`src/rtl/multiply_pkg.sv`:
```
// Shared helpers for the pipelined Baugh-Wooley multiplier: row partitioning
// and the constant that compensates the inverted sign-row/sign-column terms.
package multiply_pkg;

  localparam int max_acc_width = 128;

  // Rows per stage for an operand extended to width+1 bits, rounded up.
  function automatic int bw_rows_per_stage(input int width, input int stages);
    return (width + stages) / stages;
  endfunction

  // 2^n + 2^(2n-1), truncated by the caller to its 2n-bit accumulator.
  function automatic logic [max_acc_width-1:0] bw_correction(input int n);
    logic [max_acc_width-1:0] c;
    c = '0;
    c[n] = 1'b1;
    c[2*n-1] = 1'b1;
    return c;
  endfunction

endpackage

```
`src/rtl/multiply_pipe_stage.sv`:
```
// One pipeline stage: adds its share of partial-product rows to the running
// accumulator and holds the result until the downstream stage can take it.
module multiply_pipe_stage
  import multiply_pkg::*;
#(
  parameter int p_n         = 5,
  parameter int p_tag_width = 4,
  parameter int p_row_base  = 0,
  parameter int p_row_count = 1,
  parameter bit p_first     = 1'b0
) (
  input  logic                   clk_i,
  input  logic                   reset_i,
  input  logic                   prev_valid,
  input  logic [2*p_n-1:0]       prev_acc,
  input  logic [p_n-1:0]         prev_a_x,
  input  logic [p_n-1:0]         prev_b_x,
  input  logic [p_tag_width-1:0] prev_tag,
  input  logic                   next_adv,
  output logic                   adv,
  output logic                   valid,
  output logic [2*p_n-1:0]       acc,
  output logic [p_n-1:0]         a_x,
  output logic [p_n-1:0]         b_x,
  output logic [p_tag_width-1:0] tag
);

  typedef struct packed {
    logic [2*p_n-1:0]       acc;
    logic [p_n-1:0]         a_x;
    logic [p_n-1:0]         b_x;
    logic [p_tag_width-1:0] tag;
  } payload_t;

  localparam logic [max_acc_width-1:0] corr_full = bw_correction(p_n);
  localparam logic [2*p_n-1:0]         corr      = p_first ? corr_full[2*p_n-1:0] : '0;

  payload_t payload_q;
  payload_t payload_d;
  logic     valid_q;

  // Row j: a_x gated by b_x[j], shifted by j; terms touching exactly one
  // sign bit are inverted so the whole sum can be done unsigned.
  function automatic logic [2*p_n-1:0] bw_row(input logic [p_n-1:0] a,
                                               input logic [p_n-1:0] b,
                                               input int j);
    logic [2*p_n-1:0] row;
    row = '0;
    for (int i = 0; i < p_n; i++)
      row[i+j] = (a[i] & b[j]) ^ ((i == p_n-1) != (j == p_n-1));
    return row;
  endfunction

  always_comb begin
    payload_d.acc = prev_acc + corr;
    for (int r = 0; r < p_row_count; r++)
      payload_d.acc = payload_d.acc + bw_row(prev_a_x, prev_b_x, p_row_base + r);
    payload_d.a_x = prev_a_x;
    payload_d.b_x = prev_b_x;
    payload_d.tag = prev_tag;
  end

  // An empty stage always advances, so bubbles are squeezed out under stall.
  assign adv = !valid_q | next_adv;

  always_ff @(posedge clk_i) begin
    if (reset_i) begin
      valid_q   <= 1'b0;
      payload_q <= '0;
    end else if (adv) begin
      valid_q <= prev_valid;
      if (prev_valid)
        payload_q <= payload_d;
    end
  end

  assign valid = valid_q;
  assign acc   = payload_q.acc;
  assign a_x   = payload_q.a_x;
  assign b_x   = payload_q.b_x;
  assign tag   = payload_q.tag;

endmodule

```
`src/rtl/multiply_pipe.sv`:
```
// Stallable pipelined Baugh-Wooley multiplier with per-operation signedness
// and an opaque tag carried alongside each product.
module multiply_pipe
  import multiply_pkg::*;
#(
  parameter int p_width     = 4,
  parameter int p_stages    = 2,
  parameter int p_tag_width = 4
) (
  input  logic                   clk_i,
  input  logic                   reset_i,
  input  logic                   valid_i,
  output logic                   ready_o,
  input  logic [p_width-1:0]     a_i,
  input  logic [p_width-1:0]     b_i,
  input  logic                   a_signed_i,
  input  logic                   b_signed_i,
  input  logic [p_tag_width-1:0] tag_i,
  output logic                   valid_o,
  input  logic                   ready_i,
  output logic [2*p_width-1:0]   product_o,
  output logic [p_tag_width-1:0] tag_o
);

  localparam int n      = p_width + 1;
  localparam int rows_r = bw_rows_per_stage(p_width, p_stages);

  logic [p_stages:0]      adv;
  logic [p_stages-1:0]    v;
  logic [2*n-1:0]         acc   [p_stages];
  logic [n-1:0]           a_x   [p_stages];
  logic [n-1:0]           b_x   [p_stages];
  logic [p_tag_width-1:0] tag_q [p_stages];
  logic [n-1:0]           a_ext;
  logic [n-1:0]           b_ext;
  logic                   unused_bits;

  assign a_ext = {a_signed_i & a_i[p_width-1], a_i};
  assign b_ext = {b_signed_i & b_i[p_width-1], b_i};

  assign adv[p_stages] = ready_i;

  for (genvar k = 0; k < p_stages; k++) begin : g_stage
    localparam int base  = k * rows_r;
    localparam int count = (base >= n) ? 0 : ((n - base < rows_r) ? n - base : rows_r);

    if (k == 0) begin : g_first
      multiply_pipe_stage #(
        .p_n(n), .p_tag_width(p_tag_width),
        .p_row_base(base), .p_row_count(count), .p_first(1'b1)
      ) u_stage (
        .clk_i(clk_i), .reset_i(reset_i),
        .prev_valid(valid_i), .prev_acc('0),
        .prev_a_x(a_ext), .prev_b_x(b_ext), .prev_tag(tag_i),
        .next_adv(adv[k+1]), .adv(adv[k]), .valid(v[k]),
        .acc(acc[k]), .a_x(a_x[k]), .b_x(b_x[k]), .tag(tag_q[k])
      );
    end else begin : g_rest
      multiply_pipe_stage #(
        .p_n(n), .p_tag_width(p_tag_width),
        .p_row_base(base), .p_row_count(count), .p_first(1'b0)
      ) u_stage (
        .clk_i(clk_i), .reset_i(reset_i),
        .prev_valid(v[k-1]), .prev_acc(acc[k-1]),
        .prev_a_x(a_x[k-1]), .prev_b_x(b_x[k-1]), .prev_tag(tag_q[k-1]),
        .next_adv(adv[k+1]), .adv(adv[k]), .valid(v[k]),
        .acc(acc[k]), .a_x(a_x[k]), .b_x(b_x[k]), .tag(tag_q[k])
      );
    end
  end

  assign ready_o   = adv[0];
  assign valid_o   = v[p_stages-1];
  assign product_o = acc[p_stages-1][2*p_width-1:0];
  assign tag_o     = tag_q[p_stages-1];

  // The top two accumulator bits only repeat the sign of the product.
  assign unused_bits = ^{acc[p_stages-1][2*n-1:2*p_width], a_x[p_stages-1], b_x[p_stages-1]};

endmodule

```
`config.mk`:
```
export PLATFORM = sky130hd
export DESIGN_NAME = multiply_pipe
export DESIGN_NICKNAME = d
export VERILOG_FILES = /design/src/rtl/multiply_pkg.sv /design/src/rtl/multiply_pipe_stage.sv /design/src/rtl/multiply_pipe.sv
export SDC_FILE = /design/constraint.sdc
export NUM_CORES = 1
export LEC_CHECK = 0
export CAP_MARGIN = 10
export CORE_AREA = 2 2 60 62
export DETAILED_ROUTE_END_ITERATION = 12
export DIE_AREA = 0 0 62 64
export PLACE_DENSITY = 0.79
export SLEW_MARGIN = 10
export SYNTH_ARGS = -nofsm -noshare
export SYNTH_HDL_FRONTEND = slang
export SYNTH_SLANG_ARGS = --single-unit
```
`constraint.sdc`:
```
create_clock -name clk_i -period 6.57 [get_ports clk_i]
set_input_delay 1.314 -clock clk_i [delete_from_list [all_inputs] [get_ports clk_i]]
set_output_delay 1.314 -clock clk_i [all_outputs]
set_load 0.02 [all_outputs]
```
## Yosys cells after proc, flatten, opt, wreduce, memory -nomap -nowiden

Cells that the tools add are included.

- Bits in registers: 36
- Bits of input ports: 18
- Logic and storage cells: 53

- Add/sub/neg operators: 5
- Bitwise gates (word level): 36
- Reduce and logical (&&, ||, !) cells: 4

Operators with widths:

| operator | count |
|---|---|
| $and 1x1->1 | 26 |
| $add 8x8->8 | 2 |
| $add 8x6->8 | 1 |
| $add 8x7->8 | 1 |
| $not 1->1 | 8 |
| $add 6x5->7 const A | 1 |
| $reduce_and 2->1 | 2 |
| $logic_not 1->1 | 2 |
| $or 1x1->1 | 2 |

## Longest topological paths before layout

- Depth after elaboration: 6
- Mapped depth: 9

## Modules after synthesis

Synthesis repeated with hierarchy kept, for this count alone.

- Cell total of the unflattened synthesis: 332
- Area, all modules: 2797.7 um^2

By module, submodules not included:

| module | instances | cells each | area an instance (um^2) | sequential area each (um^2) |
|---|---|---|---|---|
| multiply_pipe_stage at g_stage[0].g_first.u_stage | 1 | 180 | 1516.5 | 500.5 |
| multiply_pipe_stage at g_stage[1].g_rest.u_stage | 1 | 149 | 1265.0 | 500.5 |
| multiply_pipe | 1 | 3 | 16.3 | 0.0 |

## Worst setup path after synthesis

No wires, ideal clock.

- Path type: input-to-reg
- Start point: input b_i[0]
- End point: register g_stage[0].g_first.u_stage.payload_q, in the netlist g_stage[0].g_first.u_stage.acc[6]
- Arrival: 3.086 ns
- Required time: 6.448 ns
- Setup slack: 3.362 ns
- Stages on the path: 9
- Path through: nand2_1 > fa_1 > inv_1 > ha_1 > fa_1 > a21o_1 > a21oi_1 > xor2_1 > o21ai_0

- Longest elaborated chain between the ends: 5
- Elaborated cells between the ends (all ways): 9

Ends and longest elaborated chain:

| item | line | text |
|---|---|---|
| start: declaration | multiply_pipe.sv:15 | `input logic [p_width-1:0] b_i,` |
| $and 1x1->1 | multiply_pipe_stage.sv:50 | `row[i+j] = (a[i] & b[j]) ^ ((i == p_n-1) != (j == p_n-1));` |
| $not 1->1 (no source line) | n/a |  |
| $add 6x5->7 (*) | multiply_pipe_stage.sv:57 | `payload_d.acc = payload_d.acc + bw_row(prev_a_x, prev_b_x, p_row_base + r);` |
| $add 8x6->8 (*) | multiply_pipe_stage.sv:57 |  |
| $add 8x7->8 (*) | multiply_pipe_stage.sv:57 |  |
| end signal: assignment | multiply_pipe_stage.sv:73 | `payload_q <= payload_d;` |
| end: declaration | multiply_pipe_stage.sv:38 | `payload_t payload_q;` |

Every way passes the cells marked *; elsewhere a longest branch is shown, timed or not.
A chain may end at the register's enable or synchronous reset.

## Final worst setup path

- Start point: input ready_i
- End point: output ready_o

- Longest elaborated chain between the ends: 2

Ends and longest elaborated chain:

| item | line | text |
|---|---|---|
| start: declaration | multiply_pipe.sv:20 | `input logic ready_i,` |
| $or 1x1->1 (2 in a row) | multiply_pipe_stage.sv:64 | `assign adv = !valid_q \| next_adv;` |
| end: declaration | multiply_pipe.sv:13 | `output logic ready_o,` |

Every way passes these cells.

==> impl_metrics.yaml <==
pwr:
  worst_ir_drop_vdd_mv: 0.0889
  power_leakage_nw: 0.911
  p_per_area_mw_per_mm2: 220
yosys:
  synth_area_mm2: 0.00181
  synth_seq_cells: 33
  yosysSeqAreaShare_pct: 36.6
  yosysWarnings: 0
  async_flop_share_pct: 0
  synth_cells: 219
  synth_cell_types: 29
  postSynthAreaPerCell_um2: 8.25
  synth_fp_nets: 256
  synth_ff_type: "dfxtp_1"
  synth-edff-count: 0
die:
  core_mm2: 0.00328
  rows: 21
  initial_core_util_pct: 55.0
  die-area_mm2: 0.00397
  ios: 32
  die_h_um: 64
  die_w_um: 62
sta:
  maxSlewViolCount: 0
  hold_violations: 0
  fin_crit_sh_pct: 59.2
  worst_pin_slew_ns: 0.709
  slew_headroom_pct: 52.8
  setup_viol: 0
  tns_ns: 0
  fin_skew_ns: 0.0123
  rsz0062_at_grt: "no"
  period_needed_ns: 3.89
  fmax_mhz: 257
  setup_ws_ns: 2.68
cells_and_area:
  final_common_cell: "nand2_1"
  finalInstanceArea_mm2: 0.00216
  layout_common_cells: "63 x nand2_1, 33 x dfxtp_1, 31 x clkdlybuf4s50_1"
  areaGrowthSynthToFinish_pct: 19.3
  drive_gt1_share_pct: 3.31
  diodes: 0
  fillers: 291
  final_net_count: 278
worst_setup_path:
  cp.arrival_ns: 2.57
  path_class: "input pin to output pin"
  cp-end-kind: "output pin"
  cp.required_ns: 5.26
  rr_startpoint: "g_stage[0].g_first.u_stage.b_x[3]"
  r2r_cells: 6
  r2r_slack_ns: 4.46
  r2r_end: "g_stage[1].g_rest.u_stage.acc[6]"
  path_max_fanout: 4
  worst_setup_path_start_kind: "input pin"
grt:
  grt_pass1_wl_um: 5950
  grt_pass1_vias: 1453
  grt_max_degree: 37
  overflow: 0
  gr-usage-all-layers_pct: 19.9
  antenna_found_initial: 0
clock_network:
  clk_path_buf_depth: 2
  cts_max_level: 2
  path_clk_slew_ns: 0.10
  cts_sinks: 33
  cts_resized: 0
  tritoncts: "yes"
  post_cts_buffers: 0
  holdBufCountCts: 0
  root_buffer: "clkbuf_4"
  cts_made_buffers: 5
  clk_latency_ns: 0.34
routing:
  routedWlPerCell_um: 11.4
  via_per_inst: 5.12
  finalWirelength_um: 3280
  first_iter_violations: 62
  dr.pass1.iters: 4
  ant_nets: 0
  drcViolationCount: 0
  vias: 1475
worst_hold_path:
  worstHoldPathCells: 2
  min_from: "g_stage[0].g_first.u_stage.acc[1]"
  hold_end: "g_stage[1].g_rest.u_stage.acc[1]"
  hp-class: "register to register"
placed_design:
  gp_congestion: 0.767
  dp_hpwl_um: 2440
  portBuffers: 31
  place_worst_setup_slack_ns: 2.65
  place_area_mm2: 0.00207
status:
  status: "completed"
job:
  cap_violations: 0
==> layer usage <==
layer	wire length, um	global-route usage, %	vias to the layer above	share of wire (%)
met3	146	5.47	6	4.5
met1	1440	22.9	690	44
met2	1630	33.5	32	50
met4	63	8.24	0	1.9
met5	0	0	-	0
li1	-	-	747	-
==> power by group <==
group / leakage, nW / switching, mW / internal [mW]
Clock: 0.0455 / 0.0681 / 0.0909
Sequential: 0.271 / 0.00683 / 0.212
Combinational: 0.595 / 0.0496 / 0.0459
==> cell usage after synthesis (all sizes together), types with 3 or more instances <==
cell type	n	area share [%]
nand3	5	1.4
nand2	63	13
and2	8	2.8
inv	15	3.1
a21oi	29	8.0
buf	13	5.3
fa	8	8.9
xnor2	3	1.5
ha	11	7.6
dfxtp	33	37
clkbuf	4	0.83
a21o	4	1.7
==> logic make-up after synthesis <==
kind of cell               share of synthesized area [%]
and+or+nand+nor                                     22.0
buffers and inverters                               9.28
adders and majority gates                           16.5
xor gates and xnor gates                            3.67
DFF                                                 36.6
AOI/OAI and AO/OA                                   12.0
==> area by class of cell <==
cell class	count	area [um2]	area share [%]
flip-flops and latches	33	661	30.6
well taps	46	57.6	2.67
multi-input cells	154	978	45.4
clock inverters	1	30.0	1.39
inverters	15	56.3	2.61
clock buffers	7	55.1	2.55
repair buffers	32	318	14.7
==> sequential cells by signal, summed over array words and instances, names as in the netlist <==
signal and flops:
g_stage.g_first.u_stage.a_x 5, g_stage.g_rest.u_stage.tag 4, g_stage.g_first.u_stage.tag 4, g_stage.g_first.u_stage.b_x 2, g_stage.g_first.u_stage.acc 8, g_stage.g_rest.u_stage.acc 8
g_stage.g_rest.u_stage.valid 1, g_stage.g_first.u_stage.valid 1
==> worst max-delay path, stage by stage <==
cell             delay (ns)
clkdlybuf4s50_1        0.47
nand3b_1               0.17
clkdlybuf4s50_1        0.63
==> per-stage QoR <==
step / power, mW / cells / hold WS (ns) / util [%]
after global routing: 0.502 / 288 / 0.475 / 65.6
final: 0.474 / 288 / 0.456 / 65.6
after global placement: 0.317 / 280 / 0.440 / 63.0
after CTS: 0.477 / 288 / 0.458 / 65.6
after detailed placement: 0.320 / 280 / 0.445 / 63.0
after floorplan: 0.292 / 219 / 0.429 / -
==> worst max path at each step <==
stage | cells past startpoint | slack (ns) | endpoint | from
4_1_cts | 3 | 2.68 | ready_o | ready_i
2_1_floorplan | 9 | 3.36 | g_stage[0].g_first.u_stage.acc[6] | b_i[0]
6_report | 3 | 2.68 | ready_o | ready_i
5_1_grt | 3 | 2.64 | ready_o | ready_i
3_3_place_gp | 9 | 2.65 | g_stage[0].g_first.u_stage.acc[7] | a_i[3]
3_5_place_dp | 9 | 2.65 | g_stage[0].g_first.u_stage.acc[7] | a_i[3]
(Power assumes the default switching activity.)
